==> src/rtl/sram_2p_march_bist_ctrl.sv <==
//------------------------------------------------------------------------------
// Module  : sram_2p_march_bist_ctrl
// Brief   : March C- BIST engine for one port of a 2-port 512x16 SRAM macro.
// Revision: 1.0
//------------------------------------------------------------------------------
`default_nettype none

module sram_2p_march_bist_ctrl #(
    parameter int DW    = 16,
    parameter int AW    = 9,
    parameter int DEPTH = 512
) (
    input  logic          BIST_CLK,
    input  logic          BIST_RST_N,
    input  logic          START,
    output logic          BIST_EN,
    output logic          BIST_MEN,
    output logic          BIST_WEN,
    output logic          BIST_REN,
    output logic [AW-1:0] BIST_ADDR,
    output logic [DW-1:0] BIST_DIN,
    output logic [DW-1:0] BIST_BM,
    input  logic [DW-1:0] BIST_DOUT,
    output logic          BUSY,
    output logic          DONE,
    output logic          FAIL,
    output logic [AW-1:0] FAIL_ADDR,
    output logic [7:0]    ERR_CNT
);

    typedef enum logic [1:0] {
        S_IDLE  = 2'd0,
        S_RUN   = 2'd1,
        S_FLUSH = 2'd2,
        S_DONE  = 2'd3
    } state_e;

    localparam logic [AW-1:0] LAST_ADDR = AW'(DEPTH - 1);
    localparam logic [2:0]    E_LAST    = 3'd5;

    // Element 0 is w0, 1..4 are read/write pairs, 5 is the closing r0.
    function automatic logic is_down(input logic [2:0] e);
        return (e == 3'd3) || (e == 3'd4);
    endfunction

    function automatic logic is_pair(input logic [2:0] e);
        return (e >= 3'd1) && (e <= 3'd4);
    endfunction

    function automatic logic is_write(input logic [2:0] e, input logic rd);
        return (e == 3'd0) || (is_pair(e) && !rd);
    endfunction

    // Data polarity of an op: read expectation or write pattern.
    function automatic logic data_one(input logic [2:0] e, input logic rd);
        return rd ? ((e == 3'd2) || (e == 3'd4)) : ((e == 3'd1) || (e == 3'd3));
    endfunction

    state_e        state_q, state_d;
    logic [2:0]    elem_q, elem_d;
    logic [AW-1:0] addr_q, addr_d;
    logic          rd_q, rd_d;
    logic          men_q, men_d;
    logic          wen_q, wen_d;
    logic          ren_q, ren_d;
    logic [DW-1:0] din_q, din_d;
    logic [DW-1:0] bm_q, bm_d;
    logic          busy_q, busy_d;
    logic          done_q, done_d;
    logic          fail_q, fail_d;
    logic [AW-1:0] fail_addr_q, fail_addr_d;
    logic [7:0]    err_cnt_q, err_cnt_d;
    logic          cmp_vld_q, cmp_vld_d;
    logic          cmp_exp_q, cmp_exp_d;
    logic [AW-1:0] cmp_addr_q, cmp_addr_d;

    logic [2:0]    nxt_elem;
    logic [AW-1:0] nxt_addr;
    logic          nxt_rd;
    logic          last_op;
    logic          at_end;
    logic          nxt_wr;

    always_comb begin
        nxt_elem = elem_q;
        nxt_addr = addr_q;
        nxt_rd   = rd_q;
        last_op  = 1'b0;
        at_end   = is_down(elem_q) ? (addr_q == '0) : (addr_q == LAST_ADDR);
        if (is_pair(elem_q) && rd_q) begin
            nxt_rd = 1'b0;
        end else if (at_end) begin
            if (elem_q == E_LAST) begin
                last_op = 1'b1;
            end else begin
                nxt_elem = elem_q + 3'd1;
                nxt_addr = is_down(elem_q + 3'd1) ? LAST_ADDR : '0;
                nxt_rd   = 1'b1;
            end
        end else begin
            nxt_addr = is_down(elem_q) ? (addr_q - AW'(1)) : (addr_q + AW'(1));
            nxt_rd   = (elem_q != 3'd0);
        end
        nxt_wr = is_write(nxt_elem, nxt_rd);
    end

    always_comb begin
        state_d     = state_q;
        elem_d      = elem_q;
        addr_d      = addr_q;
        rd_d        = rd_q;
        men_d       = 1'b0;
        wen_d       = 1'b0;
        ren_d       = 1'b0;
        din_d       = din_q;
        bm_d        = '0;
        busy_d      = busy_q;
        done_d      = done_q;
        fail_d      = fail_q;
        fail_addr_d = fail_addr_q;
        err_cnt_d   = err_cnt_q;
        // The read sampled at this edge is checked one edge later.
        cmp_vld_d   = men_q && ren_q;
        cmp_exp_d   = data_one(elem_q, rd_q);
        cmp_addr_d  = addr_q;

        if (cmp_vld_q && (BIST_DOUT != {DW{cmp_exp_q}})) begin
            fail_d = 1'b1;
            if (!fail_q) begin
                fail_addr_d = cmp_addr_q;
            end
            if (err_cnt_q != 8'hFF) begin
                err_cnt_d = err_cnt_q + 8'd1;
            end
        end

        case (state_q)
            S_IDLE, S_DONE: begin
                if (START) begin
                    state_d     = S_RUN;
                    busy_d      = 1'b1;
                    done_d      = 1'b0;
                    fail_d      = 1'b0;
                    fail_addr_d = '0;
                    err_cnt_d   = '0;
                    elem_d      = 3'd0;
                    addr_d      = '0;
                    rd_d        = 1'b0;
                    men_d       = 1'b1;
                    wen_d       = 1'b1;
                    din_d       = '0;
                    bm_d        = '1;
                end
            end
            S_RUN: begin
                if (last_op) begin
                    state_d = S_FLUSH;
                end else begin
                    elem_d = nxt_elem;
                    addr_d = nxt_addr;
                    rd_d   = nxt_rd;
                    men_d  = 1'b1;
                    wen_d  = nxt_wr;
                    ren_d  = !nxt_wr;
                    din_d  = {DW{nxt_wr && data_one(nxt_elem, nxt_rd)}};
                    bm_d   = {DW{nxt_wr}};
                end
            end
            S_FLUSH: begin
                state_d = S_DONE;
                busy_d  = 1'b0;
                done_d  = 1'b1;
            end
            default: state_d = S_IDLE;
        endcase
    end

    always_ff @(posedge BIST_CLK or negedge BIST_RST_N) begin
        if (!BIST_RST_N) begin
            state_q     <= S_IDLE;
            elem_q      <= '0;
            addr_q      <= '0;
            rd_q        <= 1'b0;
            men_q       <= 1'b0;
            wen_q       <= 1'b0;
            ren_q       <= 1'b0;
            din_q       <= '0;
            bm_q        <= '0;
            busy_q      <= 1'b0;
            done_q      <= 1'b0;
            fail_q      <= 1'b0;
            fail_addr_q <= '0;
            err_cnt_q   <= '0;
            cmp_vld_q   <= 1'b0;
            cmp_exp_q   <= 1'b0;
            cmp_addr_q  <= '0;
        end else begin
            state_q     <= state_d;
            elem_q      <= elem_d;
            addr_q      <= addr_d;
            rd_q        <= rd_d;
            men_q       <= men_d;
            wen_q       <= wen_d;
            ren_q       <= ren_d;
            din_q       <= din_d;
            bm_q        <= bm_d;
            busy_q      <= busy_d;
            done_q      <= done_d;
            fail_q      <= fail_d;
            fail_addr_q <= fail_addr_d;
            err_cnt_q   <= err_cnt_d;
            cmp_vld_q   <= cmp_vld_d;
            cmp_exp_q   <= cmp_exp_d;
            cmp_addr_q  <= cmp_addr_d;
        end
    end

    assign BIST_EN   = busy_q;
    assign BIST_MEN  = men_q;
    assign BIST_WEN  = wen_q;
    assign BIST_REN  = ren_q;
    assign BIST_ADDR = addr_q;
    assign BIST_DIN  = din_q;
    assign BIST_BM   = bm_q;
    assign BUSY      = busy_q;
    assign DONE      = done_q;
    assign FAIL      = fail_q;
    assign FAIL_ADDR = fail_addr_q;
    assign ERR_CNT   = err_cnt_q;

endmodule

`default_nettype wire

==> config.mk <==
export PLATFORM = sky130hd
export DESIGN_NAME = sram_2p_march_bist_ctrl
export DESIGN_NICKNAME = d
export VERILOG_FILES = /design/src/rtl/sram_2p_march_bist_ctrl.sv
export SDC_FILE = /design/constraint.sdc
export NUM_CORES = 1
export LEC_CHECK = 0
export BUFFER_PORTS_ARGS = -buffer_cell sky130_fd_sc_hd__buf_2
export CAP_MARGIN = 30
export CORE_MARGIN = 2
export CORE_UTILIZATION = 48
export DETAILED_ROUTE_END_ITERATION = 10
export GPL_TIMING_DRIVEN = 1
export PLACE_DENSITY = 0.88
export RECOVER_POWER = 50
export SKIP_LAST_GASP = 1
export SYNTH_ARGS = -nofsm -noshare
export SYNTH_HDL_FRONTEND = slang
export SYNTH_SLANG_ARGS = --single-unit
export TNS_END_PERCENT = 30
==> constraint.sdc <==
create_clock -name BIST_CLK -period 3.2 [get_ports BIST_CLK]
set_clock_uncertainty 0.1 [all_clocks]
set_input_delay 0.64 -clock BIST_CLK [delete_from_list [all_inputs] [get_ports BIST_CLK]]
set_output_delay 0.64 -clock BIST_CLK [all_outputs]
set_load 0.01 [all_outputs]
# Word-level counts from Yosys, hierarchy flattened
# Cells that the tools add are included.
# op_classes
addsub,4
n_lt_le_gt_ge,4
eq_ne,22
mux,56
n_reduce_logical,27
# ops
operator,n
two-way mux 9 bit,11
two-way mux 16 bit,4
one-hot mux 16 bit (2 select lines),2
two-way mux 8 bit,4
two-way mux 1 bit,20
one-hot mux 9 bit (2 select lines),1
!= test 16 bit,1
== test 3 x 2 -> 1 bit (second input constant),5
two-way mux 3 bit,5
== test 3 bit (second input constant),4
one-hot mux 1 bit (2 select lines),5
adder 9 x 1 -> 9 bit (second input constant),1
== test 9 bit (second input constant),1
zero test 9 bit,1
subtractor 9 x 1 -> 9 bit (second input constant),1
adder 8 x 1 -> 8 bit (second input constant),1
!= test 2 bit (second input constant),4
!= test 8 bit (second input constant),1
logical AND 1 bit,7
logical OR 1 bit,7
== test 3 x 1 -> 1 bit (second input constant),2
>= comparator 3 x 1 -> 1 bit (second input constant),2
less-or-equal comparator 3 bit (second input constant),2
one-hot mux 2 bit (3 select lines),1
other kinds (15),20
# word_totals
regBits,81

# Longest topological paths before layout
# Gate-level depths: netlist (run 1).
# logic_depth
depth_word,12
mapped_depth,12
depth_no_buf,11

# Worst setup path after synthesis (run 1)
# Ideal clock, no wire load.
# synth_timing
path_kind,register to register
startpoint,register elem_q[0]
endpoint,"register addr_q[8], in the netlist BIST_ADDR[8]"
setup_time_ns,0.121
arrival_ns,2.796
required_time_ns,2.979
setup_slack_ns,0.183
path_stages_with_launch,12
path_buffers,1
period_less_slack_ns,3.017
path_cell_list,dfrtp_1 clkbuf_1 inv_1 ha_1 mux2_4 ha_1 o21a_1 and3_1 a2111oi_0 o211ai_1 a21o_1 a22o_1
# synth_via
elab_chain_cells,9
elab_cells_between_ends,27
cone_classes,1 x add/sub; 2 x order compare; 8 x eq/ne; 11 x mux; 5 x reduce/logical
# synth_rtl
item,line_no,source
"start, declared",60,"logic [2:0] elem_q, elem_d;"
"start signal, assigned",199,elem_q <= elem_d;
adder 3 x 1 -> 3 bit,97,nxt_addr = is_down(elem_q + 3'd1) ? LAST_ADDR : '0;
== test 3 x 2 -> 1 bit / == test 3 bit (equally long branches),43,return (e == 3'd3) || (e == 3'd4);
logical OR 1 bit,43,
two-way mux 9 bit,97,
two-way mux 9 bit,93,if (elem_q == E_LAST) begin
two-way mux 9 bit,92,end else if (at_end) begin
two-way mux 9 bit,90,if (is_pair(elem_q) && rd_q) begin
two-way mux 9 bit,156,if (last_op) begin
one-hot mux 9 bit (2 select lines),137,case (state_q)
"end signal, assigned",200,addr_q <= addr_d;
"end, declared",61,"logic [AW-1:0] addr_q, addr_d;"
# Several ways; a longest one is shown, not always the timed one. The select of a mux whose other input is x is not followed.
# A chain may end at the register's enable or synchronous reset.

# Final worst setup path (run 1)
# Ends and elaborated chain as after synthesis.

==> qor.csv, run 1 <==
metric,value,unit
status,completed,
die-area,6998,sq um
fp.dieH,83.66,um
grt_max_degree,25,
fin_nets,408,
avgRoutedWirePerCell,14.08,um
antenna_found_initial,0,
p_int,0.001078,W
max-slew-margin-rel,17.09,%
hold_class,reg -> reg,
cp_common_cell,ha_1,
coreArea,6241,sq um
synthFlopType,dfrtp_1,
ys_ff_latch,50,
gr-usage-all-layers,17.90,%
cp-start-kind,flop,
powerDensity,526.0,nW/um^2
grt_pass1_vias,2254,
cts_max_level,2,
drt-total-wl,6309,um
rr_worst_depth,10,
vdd_drop_max,0.3493,mV
tightest_slew,1.244,ns
clkPwrFrac,20.4,%
cp_max_fo,16,
slowest_stage,dfrtp_1,
fin_crit,2.979,ns
crit_type,reg -> reg,
overflow,0,
vias_per_cell,5.542,
drive_gt1_share,21.83,%
finalInstanceArea,3377,sq um
maxSlewViolCount,0,
timing.rr.start,elem_q[0]$_DFFE_PN0P_,
dp_hpwl,4797,um
cts_buffers,5,
sw_frac_of_total,39.30,%
ant_nets,0,
vias,2483,
cts_tree,done,
ios,84,
dr.pass1.iters,4,
r2r-end,BIST_ADDR[8]$_DFFE_PN0P_,
finalSetupTns,0,ns
synth_area,3045,sq um
globalplace.congestion,0.8891,
setup_violations,0,
core.rowCount,29,
synth_enable_flop_cells,0,
portBuffers,83,
placed_area,3311,sq um
cts.sinks,50,
instances_no_fill,448,
synth.avg_cell_area,9.699,sq um
p_sw,0.0006981,W
post_cts_resized,0,
dp.cells,439,
start_util,48.80,%
clock_latency,0.30,ns
die_w,83.66,um
rsz0062_at_grt,no,
seq_area_frac_synth,41.08,%
combinationalPowerShare,36.8,%
syn_inst,314,
cp.required,3.30,ns
nFillCells,572,
max_cap_viol_count,0,
synthArstFlopShare,100.0,%
hold_viol,0,
critPathMaxStageDelay,0.44,ns
syn2layout_area_growth,10.89,%
timing.final.crit_share,93.09,%
postCtsSetupBuffers,0,
yosys.cell_types.count,50,
holdPathEnd,cmp_vld_q$_DFF_PN0_,
clockBufferDepth,2,
reg2reg_slack,0.22,ns
ys_warn_count,0,
drc_errors,0,
grt_first_pass_wirelength,10410,um
pwr-share-seq,42.7,%
arrival,3.08,ns
fmax,0.3357,GHz
path_cells,"buf_4, ha_1, mux2_4, ha_1, o21a_1, and3_1, a2111oi_1, o211ai_1, a21o_1, a22o_1",
clk_pin_slew,0.09,ns
min_delay_path_depth,1,
syn-num-nets,352,
hold_start,BIST_REN$_DFF_PN0_,
drt_iter0_drc,144,
p_leak,1.685,nW
worstSetupEndpointType,flop,
antenna_cells,0,
cts_root_buf,clkbuf_8,
hold_buffers,0,
## synthesized netlist by cell type (6+ instances only)
library cell / count / area share [%]
nand4_1: 6 / 1.2
ha_1: 18 / 7.4
nand3_1: 8 / 1.3
dfrtp_1: 50 / 41
o21ai_0: 12 / 2.0
buf_4: 32 / 7.9
mux2i_1: 14 / 4.6
nor4_1: 6 / 1.2
inv_1: 12 / 1.5
a21oi_1: 12 / 2.0
o21a_1: 6 / 1.5
o21ai_1: 7 / 1.2
a22o_1: 8 / 2.3
and2_1: 6 / 1.2
nor3_1: 6 / 0.99
nand2_1: 17 / 2.1
nor2_1: 32 / 3.9
## layout make-up
type	count	area, sq um	area share [%]
Clock buffer	5	68.82	2.038
Timing Repair Buffer	88	419.2	12.41
Inverter	13	48.80	1.445
Clock inverter	3	21.27	0.6299
Multi-Input combinational cell	212	1470	43.53
Tap cell	77	96.34	2.853
Sequential cell	50	1252	37.09
## how the worst max path moves through the flow
stage	start	end	slack (ns)
after floorplan	elem_q[0]$_DFFE_PN0P_	BIST_ADDR[8]$_DFFE_PN0P_	0.18
after global placement	elem_q[1]$_DFFE_PN0P_	BIST_ADDR[8]$_DFFE_PN0P_	0.25
after detailed placement	elem_q[1]$_DFFE_PN0P_	BIST_ADDR[8]$_DFFE_PN0P_	0.17
after CTS	elem_q[1]$_DFFE_PN0P_	BIST_ADDR[8]$_DFFE_PN0P_	0.14
after global routing	elem_q[0]$_DFFE_PN0P_	BIST_ADDR[6]$_DFFE_PN0P_	0.04
final	elem_q[0]$_DFFE_PN0P_	BIST_ADDR[8]$_DFFE_PN0P_	0.22
## cell families (layout without fill, tap and decap cells)
| logic type | Yosys count | count (layout) | share of synthesized area (%) |
|---|---|---|---|
| buffers and inverters | 52 | 109 | 10.68 |
| adder cells (fa/ha/maj) | 19 | 19 | 8.053 |
| AO/OA/AOI/OAI | 67 | 67 | 14.91 |
| AND/OR/NAND/NOR | 103 | 103 | 17.87 |
| XOR/XNOR | 8 | 8 | 2.301 |
| multiplexers | 15 | 15 | 5.094 |
| flip-flops | 50 | 50 | 41.08 |
## worst max-delay path, delay by kind of cell (launching register included)
family	cells	cell delay (ns)
AO/OA/AOI/OAI	5	1.06
multiplexers	1	0.37
flip-flops	1	0.44
adder cells (fa/ha/maj)	2	0.55
buffers and inverters	1	0.18
AND/OR/NAND/NOR	1	0.18
## sequential cells by signal, indices dropped and copies added, names as in the netlist, 2 cells and up
name and cells:
ERR_CNT 8, elem_q 3, FAIL_ADDR 9, cmp_addr_q 9, BIST_ADDR 9, state_q 2
## per-stage QoR
step	hold slack (ns)	total power, W	util [%]	setup slack (ns)
2_1_floorplan	0.2444	0.001316	-	0.1826
3_3_place_gp	0.3704	0.001417	53.05	0.2486
3_5_place_dp	0.3690	0.001434	53.05	0.1728
4_1_cts	0.1848	0.001797	54.49	0.1438
5_1_grt	0.4186	0.001906	54.11	0.04395
6_report	0.3994	0.001776	54.11	0.2211
## placed cells by master, fill, tap and decap left out, types with 5 or more instances in the layout
cell      synthesis  routed
ha_1             18      18
buf_2             2      62
inv_1            12      12
dfrtp_1          50      49
o21ai_1           7       7
and3_1            5       5
clkbuf_8          0       5
clkbuf_1          4      23
nand3_1           8       8
a21oi_1          12      12
nand4_1           6       6
nand2_1          17      17
nor3_1            6       6
and2_1            6       5
o21ai_0          12      12
nor4_1            6       6
nor2_1           32      32
a22o_1            8       8
o21a_1            6       6
mux2i_1          14      14
## layer usage
metal | wire [um] | track usage, % | part of all wire [%] | up-vias
li1 | - | - | - | 1204
met1 | 2740 | 23.67 | 43 | 1189
met2 | 3090 | 30.40 | 49 | 84
met3 | 412 | 2.868 | 6.5 | 6
met4 | 65 | 5.279 | 1.0 | 0
met5 | 0 | 0 | 0 | -
## power by group through the flow
| stage | logic, W | clock network [W] | registers (W) |
|---|---|---|---|
| final | 0.000654 | 0.000363 | 0.000759 |
| after global routing | 0.000737 | 0.000399 | 0.000770 |
| after CTS | 0.000663 | 0.000374 | 0.000760 |
| after detailed placement | 0.000661 | 0 | 0.000773 |
| after global placement | 0.000647 | 0 | 0.000769 |
| after floorplan | 0.000541 | 0 | 0.000775 |
Power figures use the tool's default switching activity.
==> inputs of run 2 (changes only) <==
==> constraint.sdc (replaced) <==
create_clock -name BIST_CLK -period 2.6 [get_ports BIST_CLK]
set_clock_uncertainty 0.1 [all_clocks]
set_input_delay 0.52 -clock BIST_CLK [delete_from_list [all_inputs] [get_ports BIST_CLK]]
set_output_delay 0.52 -clock BIST_CLK [all_outputs]
set_load 0.01 [all_outputs]
==> run 2 against run 1 <==
Effect of this change:
- the run now ends with negative setup slack left
- critical path depth shrank 1
- routed wire length grew 12%
- power grew 28%
- sequential share of layout area shrank 2.5 points
- final cell count grew 4.9%
- critical endpoint unchanged
- largest power group unchanged
- highest routed layer unchanged
==> qor.csv, run 2 (same netlist as run 1, synthesis figures left out) <==
metric,value,unit,change
status,"finished, violations left",,was completed
failed_checks,negative setup slack,,
layout_common_cells,"buf_2 (65), dfrtp_1 (50), nor2_1 (32)",,"was buf_2 (62), dfrtp_1 (49), nor2_1 (32)"
avgRoutedWirePerCell,15.03,um,was 14.08 um
vias,2681,,was 2483
path_delay_family,compound AO/OA/AOI/OAI gates,,unchanged
clock_latency,0.31,ns,was 0.30 ns
tightest_slew,1.121,ns,was 1.244 ns
clk_pin_slew,0.10,ns,was 0.09 ns
fin_nets,430,,was 408
fmax,0.3774,GHz,was 0.3357 GHz
finalInstanceArea,3613,sq um,was 3377 sq um
grt_first_pass_wirelength,11390,um,was 10410 um
cp-start-kind,flop,,unchanged
core.rowCount,29,,unchanged
max-slew-margin-rel,25.25,%,was 17.09%
instances_no_fill,470,,was 448
hold_class,reg -> reg,,unchanged
vdd_drop_max,0.3993,mV,was 0.3493 mV
drt_iter0_drc,246,,was 144
combinationalPowerShare,38.7,%,was 36.8%
start_util,48.80,%,unchanged
antenna_found_initial,0,,unchanged
nFillCells,534,,was 572
grt_pass1_vias,2506,,was 2254
pwr-share-seq,41.2,%,was 42.7%
vias_per_cell,5.704,,was 5.542
powerDensity,627.6,nW/um^2,was 526.0 nW/um^2
hold_viol,0,,unchanged
gr-usage-all-layers,19.65,%,was 17.90%
grt_max_degree,48,,was 25
drt-total-wl,7064,um,was 6309 um
cts.sinks,50,,unchanged
final_common_cell,buf_2,,unchanged
cts_tree,done,,unchanged
crit_type,reg -> reg,,unchanged
drive_gt1_share,29.52,%,was 21.83%
setup_ws,-0.04967,ns,was 0.2211 ns
p_sw,0.0008987,W,was 0.0006981 W
globalplace.congestion,0.9797,,was 0.8891
fin_crit,2.650,ns,was 2.979 ns
clockBufferDepth,2,,unchanged
syn2layout_area_growth,18.65,%,was 10.89%
placed_area,3472,sq um,was 3311 sq um
coreArea,6241,sq um,unchanged
crit_buf_inv,0,,was 1
path_cells,"ha_2, mux2_4, ha_4, o21a_1, nor3_2, a2111oi_2, o211ai_1, a21o_1, a22o_1",,"was buf_4, ha_1, mux2_4, ha_1, o21a_1, and3_1, a2111oi_1, o211ai_1, a21o_1, a22o_1"
cts_max_level,2,,unchanged
post-route-util,57.90,%,was 54.11%
dp.cells,453,,was 439
die-area,6998,sq um,unchanged
dp_hpwl,5036,um,was 4797 um
cp_max_fo,6,,was 16
clkPwrFrac,20.1,%,was 20.4%
p_int,0.001369,W,was 0.001078 W
portBuffers,83,,unchanged
fp.dieH,83.66,um,unchanged
antenna_cells,0,,unchanged
max_cap_viol_count,0,,unchanged
setup_violations,2,,was 0
maxSlewViolCount,0,,unchanged
drc_errors,0,,unchanged
timing.final.crit_share,101.9,%,was 93.09%
arrival,2.75,ns,was 3.08 ns
cts_buffers,5,,unchanged
sw_frac_of_total,39.63,%,was 39.30%
slowest_stage,dfrtp_1,,unchanged
dr.pass1.iters,5,,was 4
rsz0062_at_grt,yes,,was no
ios,84,,unchanged
ant_nets,0,,unchanged
cts_root_buf,clkbuf_8,,unchanged
die_w,83.66,um,unchanged
overflow,0,,unchanged
critPathMaxStageDelay,0.42,ns,was 0.44 ns
cp.required,2.70,ns,was 3.30 ns
worstSetupEndpointType,flop,,unchanged
p_leak,1.817,nW,was 1.685 nW
run 2: changes by cell type in the layout (fill, tap and decap cells not counted), sizes merged:
| cell | delta |
|---|---|
| clkbuf | -3 |
| dlygate4sd3 | +1 |
| mux2 | +1 |
| buf | +24 |
| clkinvlp | -1 |
run 2: layout make-up:
cell class                      count  area, sq um  share of cell area, %
Timing Repair Buffer              109        588.1                  16.27
Clock inverter                      2        13.76                 0.3809
Tap cell                           77        96.34                  2.666
Multi-Input combinational cell    213         1543                  42.69
Sequential cell                    50         1251                  34.63
Inverter                           13        48.80                  1.350
Clock buffer                        6        72.57                  2.008
run 2: metal layers:
metal | up-vias | GRT usage, % | wire length [um]
met5 | - | 0 | 0
li1 | 1245 | - | -
met4 | 0 | 8.504 | 118
met3 | 12 | 3.363 | 496
met1 | 1293 | 23.79 | 2928
met2 | 131 | 34.33 | 3520
run 2: final timing paths:
kind / from / to / slack (ns) / depth (start not counted)
worst max-delay path: elem_q[0]$_DFFE_PN0P_ / BIST_ADDR[8]$_DFFE_PN0P_ / -0.05 / 9
worst min-delay path: BIST_REN$_DFF_PN0_ / cmp_vld_q$_DFF_PN0_ / 0.38 / 1
worst max register to register: elem_q[0]$_DFFE_PN0P_ / BIST_ADDR[8]$_DFFE_PN0P_ / -0.05 / 9
worst min register to register: BIST_REN$_DFF_PN0_ / cmp_vld_q$_DFF_PN0_ / 0.38 / 1
min in group asynchronous: BIST_RST_N / BIST_ADDR[4]$_DFFE_PN0P_ / 0.46 / 2
max in group asynchronous: BIST_RST_N / BIST_MEN$_DFF_PN0_ / 0.62 / 3
run 2: power groups by stage:
stage,Clock (W),Sequential (W),Combinational [W]
floorplan,0,0.000954,0.000666
global placement,0,0.000942,0.000845
detailed placement,0,0.000947,0.000874
CTS,0.000463,0.000934,0.000881
global route,0.000490,0.000948,0.000957
finish,0.000457,0.000933,0.000878
run 2: repair_timing:
action / CTS / global route
gates cloned: 1 / 0
endpoints found under the setup margin: 3 / 10
pin swaps: 2 / 2
gates resized for setup: 1 / 8
endpoints found under the hold margin: 3 / 0
setup buffers: 3 / 3
hold buffers: 1 / 0
run 2: stage by stage:
step	setup TNS (ns)	worst slack, ns	power [W]	hold WS (ns)
floorplan	-0.02967	-0.02967	0.001620	0.1244
global placement	0	0.01544	0.001787	0.2362
detailed placement	-0.1286	-0.09864	0.001821	0.2393
CTS	-0.02824	-0.02824	0.002277	0.3874
global route	-0.2651	-0.08634	0.002395	0.4169
finish	-0.05656	-0.04967	0.002268	0.3820
==> inputs of run 3 (changes only) <==
--- a/config.mk
+++ b/config.mk
@@ -8,10 +8,11 @@
 export BUFFER_PORTS_ARGS = -buffer_cell sky130_fd_sc_hd__buf_2
 export CAP_MARGIN = 30
 export CORE_MARGIN = 2
-export CORE_UTILIZATION = 48
+export CORE_UTILIZATION = 57
+export CTS_CLUSTER_DIAMETER = 40
 export DETAILED_ROUTE_END_ITERATION = 10
 export GPL_TIMING_DRIVEN = 1
-export PLACE_DENSITY = 0.88
+export PLACE_DENSITY = 0.95
 export RECOVER_POWER = 50
 export SKIP_LAST_GASP = 1
 export SYNTH_ARGS = -nofsm -noshare
==> constraint.sdc (replaced) <==
create_clock -name BIST_CLK -period 3.3 [get_ports BIST_CLK]
set_clock_uncertainty 0.1 [all_clocks]
set_input_delay 0.66 -clock BIST_CLK [delete_from_list [all_inputs] [get_ports BIST_CLK]]
set_output_delay 0.66 -clock BIST_CLK [all_outputs]
set_load 0.01 [all_outputs]
==> run 3 against run 2 <==
Effect of this change:
- the flow finishes with violations (max-capacitance violations)
- final area fell by 6.1%
- highest routed layer unchanged
- worst hold slack improved by 0.0079 ns
- register-to-register slack improved by 0.38 ns
- critical path type unchanged
==> qor.csv, run 3 (same netlist as run 1, synthesis figures left out) <==
metric,value,unit,change
post_cts_resized,0,,was 1
cp.required,3.40,ns,was 2.70 ns
cts_tree,done,,unchanged
vdd_drop_max,0.2697,mV,was 0.3993 mV
powerDensity,540.9,nW/um^2,was 627.6 nW/um^2
final_common_cell,buf_2,,unchanged
layout_common_cells,"buf_2 (62), dfrtp_1 (50), nor2_1 (32)",,"was buf_2 (65), dfrtp_1 (50), nor2_1 (32)"
finalSetupTns,0,ns,was -0.05656 ns
instances_no_fill,440,,was 470
hold_start,BIST_REN$_DFF_PN0_,,unchanged
vias_per_cell,5.723,,was 5.704
cp-start-kind,flop,,unchanged
cts_buffers,5,,unchanged
timing.rr.start,elem_q[0]$_DFFE_PN0P_,,unchanged
drt-total-wl,6942,um,was 7064 um
cts_root_buf,clkbuf_8,,unchanged
start_util,59.25,%,was 48.80%
path_delay_family,compound AO/OA/AOI/OAI gates,,unchanged
postCtsSetupBuffers,0,,was 3
hold_class,reg -> reg,,unchanged
status,"finished, violations left",,unchanged
drc_errors,0,,unchanged
grt_max_degree,30,,was 48
avgRoutedWirePerCell,15.78,um,was 15.03 um
cp_common_cell,ha_1,,
hold_buffers,0,,was 1
die_w,77.10,um,was 83.66 um
globalplace.congestion,0.8801,,was 0.9797
max_cap_viol_count,1,,was 0
dp_hpwl,5170,um,was 5036 um
crit_type,reg -> reg,,unchanged
portBuffers,83,,unchanged
fin_nets,407,,was 430
p_leak,1.709,nW,was 1.817 nW
grt_first_pass_wirelength,11450,um,was 11390 um
clk_pin_slew,0.09,ns,was 0.10 ns
core.rowCount,26,,was 29
timing.final.crit_share,89.84,%,was 101.9%
clock_latency,0.31,ns,about the same
crit_buf_inv,1,,was 0
rsz0062_at_grt,no,,was yes
max-slew-margin-rel,0.3442,%,was 25.25%
cts.sinks,50,,unchanged
cts_max_level,2,,unchanged
maxSlewViolCount,0,,unchanged
die-area,5944,sq um,was 6998 sq um
critPathMaxStageDelay,0.39,ns,was 0.42 ns
ant_nets,0,,unchanged
antenna_found_initial,0,,unchanged
syn2layout_area_growth,11.42,%,was 18.65%
slowest_stage,dfrtp_1,,unchanged
worstSetupEndpointType,flop,,unchanged
vias,2518,,was 2681
fin_crit,2.965,ns,was 2.650 ns
tightest_slew,1.495,ns,was 1.121 ns
clockBufferDepth,2,,unchanged
overflow,0,,unchanged
path_cells,"buf_4, ha_1, mux2_4, ha_1, o21a_1, and3_1, a2111oi_0, o211ai_1, a21o_1, a22o_1",,"was ha_2, mux2_4, ha_4, o21a_1, nor3_2, a2111oi_2, o211ai_1, a21o_1, a22o_1"
dr.pass1.iters,4,,was 5
coreArea,5140,sq um,was 6241 sq um
cp_max_fo,16,,was 6
fp.dieH,77.10,um,was 83.66 um
arrival,3.07,ns,was 2.75 ns
fmax,0.3373,GHz,was 0.3774 GHz
dp.cells,432,,was 453
grt_pass1_vias,2384,,was 2506
setup.worst_path.start,elem_q[0]$_DFFE_PN0P_,,unchanged
setup_violations,0,,was 2
ios,84,,unchanged
failed_checks,max-capacitance violations,,was negative setup slack
drive_gt1_share,21.62,%,was 29.52%
antenna_cells,0,,unchanged
drt_iter0_drc,194,,was 246
hold_viol,0,,unchanged
gr-usage-all-layers,24.01,%,was 19.65%
run 3: cell types whose count changed in the layout (fill, tap and decap cells not counted), sizes merged:
cell,delta
buf,-24
bufinv,+1
clkbuf,+3
clkinv,-2
dlygate4sd3,-1
inv,+1
mux2,-1
run 3: area by class of cell:
| type | instances | area [sq um] |
|---|---|---|
| Clock inverter | 2 | 38.79 |
| Timing Repair Buffer | 87 | 415.4 |
| Clock buffer | 6 | 82.58 |
| Sequential cell | 50 | 1251 |
| Tap cell | 70 | 87.58 |
| Inverter | 13 | 48.80 |
| Fill cell | 421 | 1747 |
| Multi-Input combinational cell | 212 | 1469 |
run 3: metrics by stage:
stage	hold slack, ns	utilization [%]	worst slack (ns)	cell area [sq um]	power, W
after floorplan	0.2644	-	0.2826	3045	0.001276
after global placement	0.3618	64.09	0.4251	3294	0.001361
after detailed placement	0.3723	64.48	0.3454	3314	0.001394
after CTS	0.2169	66.85	0.3371	3436	0.001848
after global routing	0.4240	66.02	0.1324	3393	0.001943
final	0.3899	66.02	0.3353	3393	0.001835
run 3: layer usage:
metal | global-route usage (%) | share of wire [%] | vias up
met3 | 3.882 | 5.3 | 12
met5 | 0 | 0 | -
li1 | - | - | 1198
met1 | 30.51 | 41 | 1218
met4 | 8.929 | 1.8 | 0
met2 | 41.32 | 52 | 90
run 3: power breakdown:
part           internal (W)  leakage [nW]  switching, W
sequential         0.000667         0.681     0.0000656
combinational      0.000227         0.966      0.000420
clock              0.000249        0.0618      0.000206
total               0.00114          1.71      0.000692
run 3: final timing paths:
kind                            cells past startpoint  slack [ns]                  endpoint
worst max-delay path                               10        0.34  BIST_ADDR[8]$_DFFE_PN0P_
worst min-delay path                                1        0.39       cmp_vld_q$_DFF_PN0_
worst max register to register                     10        0.34  BIST_ADDR[8]$_DFFE_PN0P_
worst min register to register                      1        0.39       cmp_vld_q$_DFF_PN0_
max in group asynchronous                           2        0.73          rd_q$_DFFE_PN0P_
min in group asynchronous                           1        0.43      ERR_CNT[6]$_DFF_PN0_
